File: src/rtl/core_writeback_stage.sv
// Final pipeline stage: drives the register-file write port from execute results
// and from load responses. Load responses are byte/half extracted and
// sign/zero-extended. Misaligned, illegal-size and timed-out loads raise a
// one-cycle error pulse.
module core_writeback_stage #(
  parameter int LOAD_TIMEOUT = 16
) (
  input  logic        clk,
  input  logic        rst,
  input  logic        ex_valid,
  output logic        ex_ready,
  input  logic        ex_rd_use,
  input  logic [4:0]  ex_rd_addr,
  input  logic        ex_mem_op,
  input  logic [2:0]  ex_load_size,
  input  logic [1:0]  ex_addr_lo,
  input  logic [31:0] ex_result,
  input  logic        mem_rvalid,
  input  logic [31:0] mem_rdata,
  output logic        rf_we,
  output logic [4:0]  rf_addr,
  output logic [31:0] rf_data,
  output logic        pend_valid,
  output logic [4:0]  pend_addr,
  output logic        load_err
);

  localparam int DATA_WIDTH = 32;
  localparam int CNT_W      = $clog2(LOAD_TIMEOUT + 1);

  localparam logic [2:0] SZ_LB  = 3'b000;
  localparam logic [2:0] SZ_LH  = 3'b001;
  localparam logic [2:0] SZ_LW  = 3'b010;
  localparam logic [2:0] SZ_LBU = 3'b100;
  localparam logic [2:0] SZ_LHU = 3'b101;

  typedef enum logic {IDLE, WAIT_LOAD} state_t;

  state_t                 state_q, state_d;
  logic [CNT_W-1:0]       cnt_q, cnt_d;
  logic [4:0]             ld_rd_q;
  logic [2:0]             ld_size_q;
  logic [1:0]             ld_off_q;

  logic                   transfer;
  logic                   is_load;
  logic                   load_legal;
  logic                   timeout;
  logic [DATA_WIDTH-1:0]  load_value;

  logic                   rf_we_d, pend_valid_d, load_err_d;
  logic [4:0]             rf_addr_d, pend_addr_d;
  logic [DATA_WIDTH-1:0]  rf_data_d;

  assign ex_ready = (state_q == IDLE);
  assign transfer = ex_valid & ex_ready;
  assign is_load  = ex_mem_op & ex_rd_use;
  // The last WAIT cycle is the one where the counter reads LOAD_TIMEOUT-1;
  // a response in that same cycle takes priority over the abort.
  assign timeout  = (state_q == WAIT_LOAD) && !mem_rvalid &&
                    (cnt_q == CNT_W'(LOAD_TIMEOUT - 1));

  // Size/alignment legality of the incoming load.
  always_comb begin
    // NOTE: every always_comb output gets a default first so no path can infer a latch.
    load_legal = 1'b0;
    case (ex_load_size)
      SZ_LB, SZ_LBU: load_legal = 1'b1;
      SZ_LH, SZ_LHU: load_legal = ~ex_addr_lo[0];
      SZ_LW:         load_legal = (ex_addr_lo == 2'b00);
      default:       load_legal = 1'b0;
    endcase
  end

  // State, timeout counter and captured load descriptor.
  always_ff @(posedge clk) begin
    // NOTE: sequential state uses non-blocking assignments so all registers update together.
    if (rst) begin
      state_q   <= IDLE;
      cnt_q     <= '0;
      ld_rd_q   <= '0;
      ld_size_q <= '0;
      ld_off_q  <= '0;
    end else begin
      state_q <= state_d;
      cnt_q   <= cnt_d;
      if (state_q == IDLE && transfer && is_load && load_legal) begin
        ld_rd_q   <= ex_rd_addr;
        ld_size_q <= ex_load_size;
        ld_off_q  <= ex_addr_lo;
      end
    end
  end

  // Next-state and counter logic.
  always_comb begin
    state_d = state_q;
    cnt_d   = cnt_q;
    case (state_q)
      IDLE: begin
        if (transfer && is_load && load_legal) begin
          state_d = WAIT_LOAD;
          cnt_d   = '0;
        end
      end
      WAIT_LOAD: begin
        if (mem_rvalid || timeout) state_d = IDLE;
        else                       cnt_d   = cnt_q + 1'b1;
      end
      default: state_d = IDLE;
    endcase
  end

  // Extract and extend the load response according to the captured size/offset.
  always_comb begin
    logic [7:0]  byte_sel;
    logic [15:0] half_sel;
    byte_sel   = mem_rdata[{ld_off_q, 3'b000} +: 8];
    half_sel   = mem_rdata[{ld_off_q[1], 4'b0000} +: 16];
    load_value = mem_rdata;
    case (ld_size_q)
      SZ_LB:   load_value = {{24{byte_sel[7]}}, byte_sel};
      SZ_LBU:  load_value = {24'h0, byte_sel};
      SZ_LH:   load_value = {{16{half_sel[15]}}, half_sel};
      SZ_LHU:  load_value = {16'h0, half_sel};
      default: load_value = mem_rdata;
    endcase
  end

  // Next values of the registered outputs.
  always_comb begin
    rf_we_d      = 1'b0;
    load_err_d   = 1'b0;
    rf_addr_d    = rf_addr;
    rf_data_d    = rf_data;
    pend_valid_d = pend_valid;
    pend_addr_d  = pend_addr;
    case (state_q)
      IDLE: begin
        if (transfer && !ex_mem_op) begin
          if (ex_rd_use && ex_rd_addr != 5'd0) begin
            rf_we_d   = 1'b1;
            rf_addr_d = ex_rd_addr;
            rf_data_d = ex_result;
          end
        end else if (transfer && is_load) begin
          if (load_legal) begin
            pend_valid_d = 1'b1;
            pend_addr_d  = ex_rd_addr;
          end else begin
            load_err_d = 1'b1;
          end
        end
      end
      WAIT_LOAD: begin
        if (mem_rvalid) begin
          rf_we_d      = (ld_rd_q != 5'd0);
          rf_addr_d    = ld_rd_q;
          rf_data_d    = load_value;
          pend_valid_d = 1'b0;
        end else if (timeout) begin
          load_err_d   = 1'b1;
          pend_valid_d = 1'b0;
        end
      end
      default: ;
    endcase
  end

  // Output registers.
  always_ff @(posedge clk) begin
    if (rst) begin
      rf_we      <= 1'b0;
      rf_addr    <= '0;
      rf_data    <= '0;
      pend_valid <= 1'b0;
      pend_addr  <= '0;
      load_err   <= 1'b0;
    end else begin
      rf_we      <= rf_we_d;
      rf_addr    <= rf_addr_d;
      rf_data    <= rf_data_d;
      pend_valid <= pend_valid_d;
      pend_addr  <= pend_addr_d;
      load_err   <= load_err_d;
    end
  end

endmodule

File: config.mk
export PLATFORM = sky130hd
export DESIGN_NAME = core_writeback_stage
export DESIGN_NICKNAME = d
export VERILOG_FILES = /design/src/rtl/core_writeback_stage.sv
export SDC_FILE = /design/constraint.sdc
export NUM_CORES = 1
export LEC_CHECK = 0
export CORE_UTILIZATION = 46
export CTS_BUF_LIST = sky130_fd_sc_hd__clkbuf_8
export CTS_CLUSTER_SIZE = 24
export DETAILED_ROUTE_END_ITERATION = 10
export GPL_TIMING_DRIVEN = 0
export PLACE_DENSITY = 0.92
export RECOVER_POWER = 50
export SYNTH_ARGS = -nofsm -noshare
export SYNTH_HDL_FRONTEND = slang
export SYNTH_SLANG_ARGS = --single-unit
File: constraint.sdc
create_clock -name clk -period 1.93 [get_ports clk]
set_input_delay 0.4825 -clock clk [delete_from_list [all_inputs] [get_ports clk]]
set_output_delay 0.4825 -clock clk [all_outputs]
set_load 0.01 [all_outputs]
Word level (Yosys, flattened, before mapping)
Cells that the tools add are included.
{"block": "word_totals", "register_bits": 61, "latch_bits": 0, "ram_bits": 0, "romBits": 0, "inputBits": 80, "output_inout_bits": 46, "wordCells": 91, "n_memories": 0}
{"block": "classes", "addsub": 1, "n_mul": 0, "div": 0, "magnitude_cmp": 0, "eq_ne": 17, "shift": 2, "muxes": 32, "bitwise_logic": 5, "n_reduce_logical": 23}
{"op": "case mux 32 bit (4 select lines)", "count": 1}
{"op": "2-to-1 mux 32 bit", "count": 3}
{"op": "case mux 32 bit (2 select lines)", "count": 1}
{"op": "indexed part select 32 x 6 -> 16 bit", "count": 1}
{"op": "indexed part select 32 x 6 -> 8 bit", "count": 1}
{"op": "2-to-1 mux 5 bit", "count": 5}
{"op": "case mux 5 bit (2 select lines)", "count": 2}
{"op": "2-to-1 mux 1 bit", "count": 15}
{"op": "equality test 3 bit (second input constant)", "count": 4}
{"op": "inequality test 2 x 1 -> 1 bit (second input constant)", "count": 5}
{"op": "nonzero test 5 bit", "count": 2}
{"op": "logical AND 1 bit", "count": 9}
{"op": "case mux 1 bit (2 select lines)", "count": 4}
{"op": "AND reduction 4 bit", "count": 2}
{"op": "equality test 3 x 1 -> 1 bit (second input constant)", "count": 2}
{"op": "zero test 3 bit", "count": 2}
{"op": "inequality test 2 bit (second input constant)", "count": 3}
{"op": "adder 5 x 1 -> 5 bit (second input constant)", "count": 1}
{"op": "equality test 5 x 4 -> 1 bit (second input constant)", "count": 1}
{"op": "OR reduction 2 bit", "count": 2}
{"op": "equality test 3 x 2 -> 1 bit (second input constant)", "count": 1}
{"op": "inequality test 3 x 2 -> 1 bit (second input constant)", "count": 1}
{"op": "inverter 1 bit", "count": 3}
{"op": "case mux 1 bit (3 select lines)", "count": 1}
{"op": "6 further kinds", "count": 8}

Logic depth before layout (Yosys ltp)
{"block": "logic_depth", "depth_word": 7, "depth_mapped": 7, "depth_no_buf": 7}

Least setup slack after synthesis
OpenSTA, ideal clock, no wires.
{"block": "synth_timing", "path_kind": "register to register", "startpoint": "register cnt_q[0]", "endpoint": "register cnt_q[2]", "setup_ns": 0.072, "t_arrival_ns": 1.556, "required_time_ns": 1.858, "setup_slack_ns": 0.302, "stages_incl_launch_ff": 8, "synth_period_minus_slack_ns": 1.628, "cell_sequence": "dfxtp_1 -> ha_1 -> and3_1 -> ha_1 -> nor2_1 -> nand2_1 -> a21boi_0 -> mux2i_1"}
{"block": "synth_via", "elab_chain_cells": 5, "elab_cells_between_ends": 8}
{"element": "start: declaration", "line": "40", "source": "logic [CNT_W-1:0] cnt_q, cnt_d;"}
{"element": "start signal: assignment", "line": "86", "source": "cnt_q <= cnt_d;"}
{"element": "parallel branches: the longest is 5 deep, another holds adder 5 x 1 -> 5 bit"}
Parallel ways; which one is timed is not known. The select of a mux whose other input is x is not followed.
A chain may end at the register's enable or synchronous reset.

Worst setup path in the final report
{"block": "layout_timing", "startpoint": "input ex_rd_addr[4]", "endpoint": "register rf_data[4]"}
{"block": "layout_via", "elab_chain_cells": 4}
{"element": "start: declaration", "line": "13", "source": "input logic [4:0] ex_rd_addr,"}
{"element": "nonzero test 5 bit", "line": "141", "source": "if (ex_rd_use && ex_rd_addr != 5'd0) begin"}
{"element": "logical AND 1 bit", "line": "141"}
{"element": "inequality test 2 x 1 -> 1 bit (no line)"}
{"element": "AND reduction 3 bit (no line)"}
{"element": "end signal: assignment", "line": "182", "source": "rf_data <= rf_data_d;"}
{"element": "end: declaration", "line": "22", "source": "output logic [31:0] rf_data,"}
No other way between the ends.

==> impl_metrics.tcl <==
set metrics [dict create \
    synth.area.top_cells "dfxtp_1 (36%), nand2_1 (7.5%), a21oi_1 (4.6%)" \
    dr.pass1.iters 9 \
    clkPwrFrac_pct 38.0 \
    numPortBuffers 125 \
    yosys.area.top_type "dfxtp_1" \
    power_leakage_uw 0.00190 \
    yosys-top-cells-count "nand2_1 (68), dfxtp_1 (61), a21oi_1 (31), o21ai_0 (26), nor2_1 (24)" \
    die-height_um 88 \
    synth_top_area_share_pct 35.9 \
    yosys_warnings 0 \
    slew_viol_final 0 \
    initial_core_util_pct 48.7 \
    crit_fanout 10 \
    r2r_cells 5 \
    clock_path_buffers 2 \
    critPathArrivalTime_ps 2170 \
    hold_path_depth 2 \
    drv_cap 0 \
    switchingPower_uw 862 \
    grt_pass1_wl_um 18900 \
    hold_viol 0 \
    cts_buffers 9 \
    coreArea_mm2 0.00698 \
    rr_startpoint "ld_size_q[0]$_SDFFE_PP0P_" \
    cts.sinks 61 \
    fin_tns_setup_ps 0 \
    required_ps 2190 \
    cts_tree "done" \
    dp_hpwl_um 9370 \
    syn_nets 482 \
    combPwrFrac_pct 19.1 \
    grt_overflow_total 0 \
    vdd_drop_max_v 0.000455 \
    fp-row-count 30 \
    intPower_uw 2240 \
    drc_errors 0 \
    vias 3975 \
    grt_pass1_vias 3835 \
    synth_edf_count 0 \
    grt_antenna_before_repair 0 \
    async_reset_ff_share_pct 0 \
    yosysMostFrequentCell "nand2_1" \
    io_pins 126 \
    p_per_area_mw_per_mm2 607 \
    routed_wl_um 12800 \
    vias_per_cell 6.16 \
    h-tree-depth 3 \
    layout-drive-gt1-share_pct 14.2 \
    ys_types 62 \
    power.share.switching_pct 27.8 \
    syn_avg_cell_area_um2 8.51 \
    clk_pin_slew_ps 80 \
    ant_nets 0 \
    drt_iter0_drc 444 \
    path_class "in -> reg" \
    ys_ff_latch 61 \
    clock_latency_ps 350 \
    dpl_cell_area_mm2 0.00477 \
    hold_path.class "reg -> reg" \
    grt_max_degree 12 \
    wl_per_cell_um 19.9 \
    cp-start-kind "input port" \
    final.min_clock_period_ps 1910 \
    dieArea_mm2 0.00774 \
    ys.flop_type "dfxtp_1" \
    min_period_over_period_pct 99.1 \
    worstSetupEndpointType "flip-flop" \
    final_area_mm2 0.00511 \
    clock.fmax_mhz 523 \
    syn-instance-count 400 \
    syn_area_mm2 0.00340 \
    seqPwrFrac_pct 42.8 \
    nets 626 \
    synthToLayoutAreaGrowth_pct 50.3 \
    yosysSeqAreaShare_pct 35.9 \
    cp-startpoint "ex_rd_addr[4]" \
    setup_viol 0 \
    tightest_slew_ps 691 \
    status "complete, no violations" \
    timing.reg2reg.setup_slack_ps 100 \
    gp_congestion 0.944 \
    track_usage_pct 32.5 \
    clockRootBuffer "clkbuf_8" \
    fin_worst_skew_ps 11.8 \
    die_x_um 88 \
    antenna_cells 0 \
    max_slew_margin_pct 53.9 \
    min_from "rf_data[14]$_SDFFE_PP0P_" \
]
power groups by stage:
stage / clock network (µW) / logic (µW) / registers, µW
after CTS: 1160 / 584 / 1330
after global routing: 1240 / 626 / 1330
after global placement: 0 / 561 / 1360
final: 1180 / 593 / 1330
after detailed placement: 0 / 574 / 1360
after floorplan: 0 / 214 / 1380
cell families after synthesis:
| group | after synthesis | synth area share [%] |
|---|---|---|
| AO/OA/AOI/OAI | 139 | 31.4 |
| AND/OR/NAND/NOR | 136 | 18.9 |
| flip-flops | 61 | 35.9 |
| buffers and inverters | 43 | 6.66 |
| multiplexers | 18 | 6.14 |
| adder cells (fa/ha/maj) | 2 | 0.735 |
| XOR/XNOR | 1 | 0.257 |
through the flow:
stage | power, µW | std cells | hold slack [ps] | worst slack (ps) | util (%)
after floorplan | 1590 | 400 | 443 | 302 | -
after global placement | 1920 | 621 | 447 | -394 | 68.4
after detailed placement | 1930 | 621 | 449 | -534 | 68.4
after CTS | 3080 | 639 | 459 | 2.69 | 72.1
after global routing | 3200 | 645 | 485 | -29.1 | 73.2
final | 3100 | 645 | 451 | 18.2 | 73.2
metal layers:
| metal | track usage [%] | part of all wire [%] | up-vias |
|---|---|---|---|
| met4 | 21.0 | 5.3 | 0 |
| li1 | - | - | 1773 |
| met2 | 55.0 | 47 | 320 |
| met5 | 0 | 0 | - |
| met3 | 7.73 | 11 | 69 |
| met1 | 36.7 | 37 | 1813 |
layout by cell type (no fill, tap or decap), types with 6 or more instances in the layout:
cell / Yosys / layout
a211oi_1: 17 / 16
a21oi_1: 31 / 31
a221oi_2: 10 / 10
buf_2: 13 / 10
buf_4: 2 / 8
buf_6: 4 / 6
clkbuf_1: 14 / 13
clkbuf_8: 0 / 11
clkdlybuf4s50_1: 0 / 75
dfxtp_1: 61 / 60
dlygate4sd3_1: 0 / 45
inv_1: 7 / 7
mux2i_1: 13 / 13
nand2_1: 68 / 67
nand2b_1: 7 / 7
nand3_1: 6 / 6
nand3b_1: 9 / 9
nor2_1: 24 / 24
o21ai_0: 26 / 24
sequential cells by signal, indices dropped and copies added (netlist names):
signal,cells
state_q,1
pend_addr,5
ld_off_q,2
cnt_q,5
rf_addr,5
ld_size_q,3
rf_data,32
ld_rd_q,5
pend_valid,1
load_err,1
rf_we,1
critical path: stages:
cell	delay [ps]
clkdlybuf4s50_1	480
nor3_2	290
a22oi_2	80
buf_4	170
buf_6	150
buf_4	140
mux2i_1	120
a311oi_1	250
cell type report:
cell class                 count  area (µm²)
buffer                        36         230
clock buffer                  10         138
clock inverter                 6        63.8
fill                         516        1870
inverter                       7        30.0
multi-input combinational    296        1990
sequential                    61        1220
tap                           96         120
timing repair buffer         133        1310
worst paths after layout:
check                              to
max reg2reg  rf_data[12]$_SDFFE_PP0P_
min reg2reg  rf_data[14]$_SDFFE_PP0P_
max           rf_data[4]$_SDFFE_PP0P_
min          rf_data[14]$_SDFFE_PP0P_
repair_timing:
item,CTS,global route
buffers inserted,2,5
hold endpoints to repair,0,0
resized for setup,16,14
hold buffers,0,0
endpoints found under the setup margin,28,47
pin swaps,1,7
cloned,0,1
Power figures use the tool's default switching activity.
